**src/rtl/alu_seq_if.sv**
```systemverilog
// alu_seq_if: request/result bundle between an ALU client and alu_seq.
//   start          request strobe, sampled by the ALU only while busy=0
//   op             opcode (add/sub/or/and/not/comp/shr/shl)
//   in_A, in_B     operands; in_B low bits carry the shift amount
//   out, flags     registered result and flags {V,C,N,Z}
//   busy, done     operation in progress / one-cycle completion pulse
interface alu_seq_if #(
    parameter int unsigned WIDTH = 8
);
    logic             start;
    logic [2:0]       op;
    logic [WIDTH-1:0] in_A;
    logic [WIDTH-1:0] in_B;
    logic [WIDTH-1:0] out;
    logic [3:0]       flags;
    logic             busy;
    logic             done;

    modport master (
        output start, op, in_A, in_B,
        input  out, flags, busy, done
    );

    modport slave (
        input  start, op, in_A, in_B,
        output out, flags, busy, done
    );
endinterface

```
**src/rtl/alu_seq.sv**
```systemverilog
// alu_seq: multi-cycle ALU. Arithmetic/logic ops finish one cycle after
// the request is accepted; shifts step one bit per cycle.
//   clk   rising-edge clock
//   rst   synchronous active-high reset
//   bus   alu_seq_if slave: start/op/in_A/in_B in, out/flags/busy/done out
module alu_seq #(
    parameter int unsigned WIDTH = 8
) (
    input  logic       clk,
    input  logic       rst,
    alu_seq_if.slave   bus
);
    localparam int unsigned SHW = $clog2(WIDTH);

    localparam logic [2:0] OP_ADD  = 3'b000;
    localparam logic [2:0] OP_SUB  = 3'b001;
    localparam logic [2:0] OP_OR   = 3'b010;
    localparam logic [2:0] OP_AND  = 3'b011;
    localparam logic [2:0] OP_NOT  = 3'b100;
    localparam logic [2:0] OP_COMP = 3'b101;
    localparam logic [2:0] OP_SHR  = 3'b110;
    localparam logic [2:0] OP_SHL  = 3'b111;

    typedef enum logic [1:0] {
        IDLE  = 2'd0,
        EXEC  = 2'd1,
        SHIFT = 2'd2,
        DONE  = 2'd3
    } state_t;

    state_t           state_q, state_d;
    logic [WIDTH-1:0] a_q, a_d;
    logic [WIDTH-1:0] b_q, b_d;
    logic [2:0]       op_q, op_d;
    logic [SHW-1:0]   cnt_q, cnt_d;
    logic [WIDTH-1:0] sh_q, sh_d;
    logic [WIDTH-1:0] out_q, out_d;
    logic [3:0]       flags_q, flags_d;
    logic             busy_q, busy_d;
    logic             done_q, done_d;

    // Single-cycle ALU over the latched operands; used from EXEC only
    logic [WIDTH:0]   sum_c;
    logic [WIDTH:0]   diff_c;
    logic [WIDTH-1:0] res_c;
    logic             car_c;
    logic             ovf_c;
    logic             keep_out_c;

    always_comb begin
        sum_c      = {1'b0, a_q} + {1'b0, b_q};
        // MSB of the extended difference is the unsigned borrow (A < B)
        diff_c     = {1'b0, a_q} - {1'b0, b_q};
        res_c      = a_q;
        car_c      = 1'b0;
        ovf_c      = 1'b0;
        keep_out_c = 1'b0;
        case (op_q)
            OP_ADD: begin
                res_c = sum_c[WIDTH-1:0];
                car_c = sum_c[WIDTH];
                ovf_c = (a_q[WIDTH-1] == b_q[WIDTH-1]) && (res_c[WIDTH-1] != a_q[WIDTH-1]);
            end
            OP_SUB, OP_COMP: begin
                res_c      = diff_c[WIDTH-1:0];
                car_c      = diff_c[WIDTH];
                ovf_c      = (a_q[WIDTH-1] != b_q[WIDTH-1]) && (res_c[WIDTH-1] != a_q[WIDTH-1]);
                keep_out_c = (op_q == OP_COMP);
            end
            OP_OR:  res_c = a_q | b_q;
            OP_AND: res_c = a_q & b_q;
            OP_NOT: res_c = ~a_q;
            // Zero-amount shifts land here: result is A, no carry
            OP_SHR, OP_SHL: res_c = a_q;
            default: res_c = a_q;
        endcase
    end

    // One-bit shift step and the bit it pushes out
    logic [WIDTH-1:0] step_c;
    logic             step_out_c;

    always_comb begin
        if (op_q[0]) begin
            step_c     = {sh_q[WIDTH-2:0], 1'b0};
            step_out_c = sh_q[WIDTH-1];
        end else begin
            step_c     = {1'b0, sh_q[WIDTH-1:1]};
            step_out_c = sh_q[0];
        end
    end

    // Next-state and datapath update
    always_comb begin
        state_d = state_q;
        a_d     = a_q;
        b_d     = b_q;
        op_d    = op_q;
        cnt_d   = cnt_q;
        sh_d    = sh_q;
        out_d   = out_q;
        flags_d = flags_q;
        busy_d  = 1'b0;
        done_d  = 1'b0;

        case (state_q)
            IDLE, DONE: begin
                state_d = IDLE;
                if (bus.start) begin
                    a_d    = bus.in_A;
                    b_d    = bus.in_B;
                    op_d   = bus.op;
                    cnt_d  = bus.in_B[SHW-1:0];
                    sh_d   = bus.in_A;
                    busy_d = 1'b1;
                    if (bus.op[2:1] == 2'b11 && bus.in_B[SHW-1:0] != '0) begin
                        state_d = SHIFT;
                    end else begin
                        state_d = EXEC;
                    end
                end
            end
            EXEC: begin
                out_d   = keep_out_c ? out_q : res_c;
                flags_d = {ovf_c, car_c, res_c[WIDTH-1], (res_c == '0)};
                done_d  = 1'b1;
                state_d = DONE;
            end
            SHIFT: begin
                sh_d   = step_c;
                cnt_d  = cnt_q - SHW'(1);
                busy_d = 1'b1;
                if (cnt_q == SHW'(1)) begin
                    out_d   = step_c;
                    flags_d = {1'b0, step_out_c, step_c[WIDTH-1], (step_c == '0)};
                    busy_d  = 1'b0;
                    done_d  = 1'b1;
                    state_d = DONE;
                end
            end
            default: state_d = IDLE;
        endcase
    end

    always_ff @(posedge clk) begin
        if (rst) begin
            state_q <= IDLE;
            a_q     <= '0;
            b_q     <= '0;
            op_q    <= '0;
            cnt_q   <= '0;
            sh_q    <= '0;
            out_q   <= '0;
            flags_q <= '0;
            busy_q  <= 1'b0;
            done_q  <= 1'b0;
        end else begin
            state_q <= state_d;
            a_q     <= a_d;
            b_q     <= b_d;
            op_q    <= op_d;
            cnt_q   <= cnt_d;
            sh_q    <= sh_d;
            out_q   <= out_d;
            flags_q <= flags_d;
            busy_q  <= busy_d;
            done_q  <= done_d;
        end
    end

    assign bus.out   = out_q;
    assign bus.flags = flags_q;
    assign bus.busy  = busy_q;
    assign bus.done  = done_q;
endmodule

```
**src/flat_wrapper.sv**
```systemverilog
// flat-port wrapper written by rule: the top's interface ports become plain ports
module alu_seq_flat 
#(
    parameter int unsigned WIDTH = 8
)
  (clk, rst, bus_start, bus_op, bus_in_A, bus_in_B, bus_out, bus_flags, bus_busy, bus_done);
  alu_seq_if #(.WIDTH(WIDTH)) bus_i ();
  input  logic clk;
  input  logic rst;
  input wire logic [$bits(bus_i.start)-1:0] bus_start;
  input wire logic [$bits(bus_i.op)-1:0] bus_op;
  input wire logic [$bits(bus_i.in_A)-1:0] bus_in_A;
  input wire logic [$bits(bus_i.in_B)-1:0] bus_in_B;
  output wire logic [$bits(bus_i.out)-1:0] bus_out;
  output wire logic [$bits(bus_i.flags)-1:0] bus_flags;
  output wire logic [$bits(bus_i.busy)-1:0] bus_busy;
  output wire logic [$bits(bus_i.done)-1:0] bus_done;
  assign bus_i.start = bus_start;
  assign bus_i.op = bus_op;
  assign bus_i.in_A = bus_in_A;
  assign bus_i.in_B = bus_in_B;
  assign bus_out = bus_i.out;
  assign bus_flags = bus_i.flags;
  assign bus_busy = bus_i.busy;
  assign bus_done = bus_i.done;
  alu_seq #(.WIDTH(WIDTH)) u_core (.clk(clk), .rst(rst), .bus(bus_i));
endmodule
```
**config.mk**
```make
export PLATFORM = sky130hd
export DESIGN_NAME = alu_seq_flat
export DESIGN_NICKNAME = d
export VERILOG_FILES = /design/src/rtl/alu_seq_if.sv /design/src/rtl/alu_seq.sv /design/src/flat_wrapper.sv
export SDC_FILE = /design/constraint.sdc
export NUM_CORES = 1
export LEC_CHECK = 0
export BUFFER_PORTS_ARGS = -buffer_cell sky130_fd_sc_hd__clkbuf_2
export CORE_MARGIN = 2
export CORE_UTILIZATION = 60
export DETAILED_ROUTE_END_ITERATION = 8
export GPL_TIMING_DRIVEN = 0
export PLACE_DENSITY = 0.81
export RECOVER_POWER = 100
export SLEW_MARGIN = 20
export SYNTH_ARGS = -nofsm -noshare
export SYNTH_HDL_FRONTEND = slang
export SYNTH_SLANG_ARGS = --single-unit
```
**constraint.sdc**
```tcl
create_clock -name clk -period 4.6 [get_ports clk]
set_input_delay 0.23 -clock clk [delete_from_list [all_inputs] [get_ports clk]]
set_output_delay 0.23 -clock clk [all_outputs]
set_load 0.02 [all_outputs]
```
==> Word-level counts from Yosys, hierarchy flattened <==
Cells that the tools add are included.
{ "word_totals": {"ff_bits": 46, "elab_cells": 76} }
{ "op_classes": {"add_sub_neg": 3, "eq_ne": 19, "n_mux": 24, "n_bitwise": 3, "n_reduce_logical": 17} }
{ "ops": {"columns": ["operator", "n"], "rows": [
  ["$pmux 8 s6", 1],
  ["$mux 8", 4],
  ["$pmux 8 s2", 2],
  ["$logic_not 8->1", 2],
  ["$eq 3x3->1 const B", 4],
  ["$add 8x8->9", 1],
  ["$sub 8x8->9", 1],
  ["$and 8x8->8", 1],
  ["$not 8->8", 1],
  ["$or 8x8->8", 1],
  ["$pmux 1 s2", 4],
  ["$pmux 4 s2", 1],
  ["$eq 2x2->1 const B", 3],
  ["$eq 3x1->1 const B", 2],
  ["$eq 3x2->1 const B", 2],
  ["$mux 2", 3],
  ["$pmux 2 s3", 1],
  ["$pmux 3 s2", 1],
  ["$reduce_and 2->1", 3],
  ["$reduce_or 2->1", 3],
  ["$mux 1", 5],
  ["$mux 4", 1],
  ["$ne 2x2->1 const B", 2],
  ["$reduce_bool 2->1", 2],
  ["11 further kinds", 15]
]} }

==> Longest topological paths before layout <==
{ "depth": {"depth_word": 5, "mapped_depth": 10} }

==> Worst setup path before layout <==
Ideal clock, no wire load.
{ "synth_path": {"path_kind": "reg-to-reg", "from": "register u_core.a_q[0]", "to": "register u_core.flags_q[0], in the netlist u_core.bus.flags[0]", "arrival_time_ps": 2725, "setup_slack_ps": 1780, "stages_incl_launch_ff": 11, "n_path_buf": 0, "path_cell_list": "dfxtp_1 > inv_1 > ha_1 > inv_1 > fa_1 > nor2b_1 > a311oi_1 > a311o_1 > or4b_1 > or4_1 > o41ai_2"} }
{ "synth_via": {"elab_chain_len": 4, "word_cells_on_any_way": 8, "cone_classes": "add/sub: 2; mux: 2; bitwise: 3; reduce/logical: 1"} }
{ "synth_lines": {"columns": ["element", "line_no", "rtl"], "rows": [
  ["start, declared", "alu_seq.sv:32", "logic [WIDTH-1:0] a_q, a_d;"],
  ["start signal, assigned", "alu_seq.sv:148", "a_q <= '0;"],
  ["start signal, assigned", "alu_seq.sv:159", "a_q <= a_d;"],
  ["$sub 8x8->9 (tied with other cells)", "alu_seq.sv:53", "diff_c = {1'b0, a_q} - {1'b0, b_q};"],
  ["$pmux 8 s6 *", "alu_seq.sv:58", "case (op_q)"],
  ["$logic_not 8->1 *", "alu_seq.sv:125", "flags_d = {ovf_c, car_c, res_c[WIDTH-1], (res_c == '0)};"],
  ["$pmux 4 s2 *", "alu_seq.sv:106", "case (state_q)"],
  ["end signal, assigned", "alu_seq.sv:165", "flags_q <= flags_d;"],
  ["end, declared", "alu_seq.sv:38", "logic [3:0] flags_q, flags_d;"]
]} }
Every way passes the cells marked *; elsewhere a longest branch is shown, timed or not.
A chain may end at the register's enable or synchronous reset.

==> Final worst setup path <==
{ "layout_path": {"from": "register u_core.a_q[1]", "to": "register u_core.flags_q[0], in the netlist u_core.bus.flags[0]"} }
The elaborated chain is that of the path after synthesis.

==> results.py <==
metrics = {
    "outcome": {
        "status": "finished, final reports clean",
    },
    "synthesis": {
        "synth_nets": 494,
        "synth-compound-area-share": 0.285,
        "synth_top_area_frac": 0.278,
        "synth_top_family_by_area": "compound AO/OA/AOI/OAI gates",
        "yosys-top-cells-area": "dfxtp_1, ha_1, nand2_1",
        "synth_cells": 441,
        "synth_commonest_cells": "nand2_1, a21oi_1, dfxtp_1, inv_1, ha_1",
        "synth_mux_area_frac": 0.0185,
        "synth-main-ff-cell": "dfxtp_1",
        "synth_adder_area_share": 0.122,
        "synth_cell_types": 59,
        "ys_seq_area_frac": 0.278,
        "yosysTopAreaCell": "dfxtp_1",
        "synthArstFlopShare": 0,
        "yosysWarnings": 0,
        "synth_most_common_cell": "nand2_1",
        "synth_area_um2": 3310,
        "yosys.area_share.simple": 0.213,
        "yosys_register_bits": 46,
        "synth_edf_count": 0,
        "avgSynthCellArea_um2": 7.51,
        "synth-xor-area-share": 0.00793,
    },
    "worst_setup_path": {
        "crit_type": "reg2reg",
        "required_ns": 4.79,
        "endpoint_kind": "register",
        "reg2reg_to": "u_core.bus.flags[0]",
        "worst_setup_path_start_kind": "register",
        "critPathMaxFanout": 7,
        "r2r_slack_ns": 1.31,
        "ff2ff_path_depth": 8,
        "cp_data_arrival_time_ns": 3.48,
        "r2r-start": "u_core.a_q[1]",
    },
    "grt": {
        "grt_pass1_wl_um": 15300,
        "grt_pass1_vias": 3230,
        "grt_use_total": 0.313,
        "grt_max_degree": 16,
        "grt-ovfl-total": 0,
        "grt_antenna_before_repair": 0,
    },
    "place": {
        "gp_congestion": 0.922,
        "pre_cts_ws_ns": 1.49,
        "port_buffers": 35,
        "place_hpwl_um": 7170,
        "placedCellCount": 548,
    },
    "layout": {
        "fillers": 529,
        "diodes": 0,
        "area_delta_synth_final_pct": 9.67,
        "layout.cells.non_filler": 556,
        "fin_nets": 536,
        "layout-drive-gt1-share": 0.0764,
    },
    "timing": {
        "max_freq_ghz": 0.304,
        "setup_tns_ns": 0,
        "setup_ws_ns": 1.31,
        "relSlewSlack": 0.367,
        "hold_viol": 0,
        "min_period_ns": 3.29,
        "timing.final.crit_share": 0.716,
        "tightest_slew_ns": 0.942,
        "grt_setup_unrepaired": "false",
        "setup_viol": 0,
        "skew_ns": 0.00880,
        "report.final.slew_viol_count": 0,
    },
    "floorplan": {
        "die_area_um2": 6130,
        "rows": 27,
        "fp.dieH_um": 78.3,
        "core_um2": 5410,
        "start_util": 0.613,
        "die_w_um": 78.3,
        "io_pins": 36,
    },
    "cts": {
        "clkTransAtPathRegs_ns": 0.10,
        "cts.htree.levels": 2,
        "post-cts-setup-buffers": 0,
        "cts_root_buf": "clkbuf_8",
        "ctsHoldBuffers": 0,
        "post_cts_resized": 0,
        "cts_sinks": 46,
        "cts_tree": "built",
        "cts_made_buffers": 5,
        "insertion_delay_ns": 0.30,
        "cts_buffer_depth": 2,
    },
    "route": {
        "drt_wl_total_um": 9310,
        "drt_iter0_markers": 293,
        "antenna_left": 0,
        "wl_per_cell_um": 16.7,
        "vias": 3447,
        "vias_per_cell": 6.20,
        "detail_route.first_pass.iterations": 5,
        "drcViolationCount": 0,
    },
    "hold_path": {
        "min_from": "bus_in_B[5]",
        "hp-class": "in2reg",
        "hold_end": "u_core.b_q[5]",
        "holdPathStages": 3,
    },
    "power_and_ir_drop": {
        "p_leak_nw": 1.46,
        "vdd_drop_max_uv": 443,
        "power.density_nw_per_um2": 620,
    },
    "job": {
        "drv_cap": 0,
    },
}
critical path: stages (launching register included):
cell and delay [ns]:
dfxtp_1 0.49, inv_1 0.08, ha_1 0.31, a211oi_1 0.46, nor2_1 0.16, a221o_1 0.38
a221o_1 0.37, or4_1 0.54, o41ai_1 0.40
how the worst max path moves through the flow:
stage	from	endpoint	slack [ns]	cells after the start
floorplan	u_core.a_q[0]	u_core.bus.flags[0]	1.78	10
global placement	u_core.a_q[0]	u_core.bus.flags[0]	1.57	10
detailed placement	u_core.a_q[0]	u_core.bus.flags[0]	1.49	10
CTS	u_core.a_q[0]	u_core.bus.flags[0]	1.47	10
global route	u_core.b_q[1]	u_core.bus.flags[0]	1.19	8
finish	u_core.a_q[1]	u_core.bus.flags[0]	1.31	8
layout make-up:
| class | count | area [um2] | area share |
|---|---|---|---|
| plain buffers | 28 | 115 | 0.0317 |
| clock buffers | 5 | 68.8 | 0.0189 |
| clock inverters | 3 | 18.8 | 0.00517 |
| inverters | 36 | 135 | 0.0372 |
| multi-input cells | 331 | 2130 | 0.585 |
| flip-flops and latches | 46 | 921 | 0.253 |
| well taps | 72 | 90.1 | 0.0248 |
| repair buffers | 35 | 158 | 0.0434 |
cell usage in the layout, fill, tap and decap left out, drive strengths merged, types with 3 or more instances in the layout:
| master | count |
|---|---|
| a21oi | 48 |
| dfxtp | 46 |
| o221ai | 4 |
| or4 | 4 |
| a22oi | 3 |
| buf | 5 |
| nand2b | 9 |
| o21ai | 20 |
| nand3 | 10 |
| o31ai | 4 |
| o211ai | 12 |
| a21o | 3 |
| nor2b | 6 |
| clkbuf | 63 |
| or3 | 3 |
| and3b | 3 |
| clkinv | 3 |
| nor2 | 28 |
| a311oi | 5 |
| o41ai | 3 |
| inv | 36 |
| mux2i | 5 |
| o22ai | 6 |
| nand2 | 69 |
| a22o | 3 |
| xor2 | 3 |
| ha | 29 |
| a211oi | 3 |
| a31oi | 3 |
| a221oi | 3 |
| nor3 | 9 |
power breakdown:
group / internal (mW) / leakage, nW / total (mW) / switching [mW]
clock: 0.107 / 0.0483 / 0.253 / 0.146
combinational: 0.483 / 1.03 / 1.36 / 0.882
sequential: 0.525 / 0.377 / 0.635 / 0.110
total: 1.12 / 1.46 / 2.25 / 1.14
stage by stage:
step           power (mW)  utilization  area, um2  hold slack [ns]
2_1_floorplan        1.62            -       3310            0.366
3_3_place_gp         1.95        0.662       3580            0.440
3_5_place_dp         1.99        0.662       3580            0.445
4_1_cts              2.25        0.678       3670            0.138
5_1_grt              2.42        0.672       3630            0.168
6_report             2.25        0.672       3630            0.147
routing by layer:
| layer | GRT usage | vias to the layer above | wire length [um] |
|---|---|---|---|
| li1 | - | 1651 | - |
| met1 | 0.417 | 1598 | 4030 |
| met2 | 0.521 | 169 | 4330 |
| met3 | 0.0414 | 29 | 643 |
| met4 | 0.114 | 0 | 310 |
| met5 | 0 | - | 0 |
flip-flops by register name, indices dropped and copies added, names as in the netlist:
| name | cells |
|---|---|
| u_core.a_q | 8 |
| u_core.b_q | 8 |
| u_core.bus.busy | 1 |
| u_core.bus.done | 1 |
| u_core.bus.flags | 4 |
| u_core.bus.out | 8 |
| u_core.cnt_q | 3 |
| u_core.op_q | 3 |
| u_core.sh_q | 8 |
| u_core.state_q | 2 |
kinds of logic (layout without fill, tap and decap cells):
kind of cell	after synthesis	in the layout
AOI/OAI and AO/OA	140	140
and+or+nand+nor	151	151
buffers and inverters	64	107
adders and majority gates	31	31
DFF	46	46
muxes	6	6
xor gates and xnor gates	3	3
No activity file was read; power rests on OpenSTA's default activity.
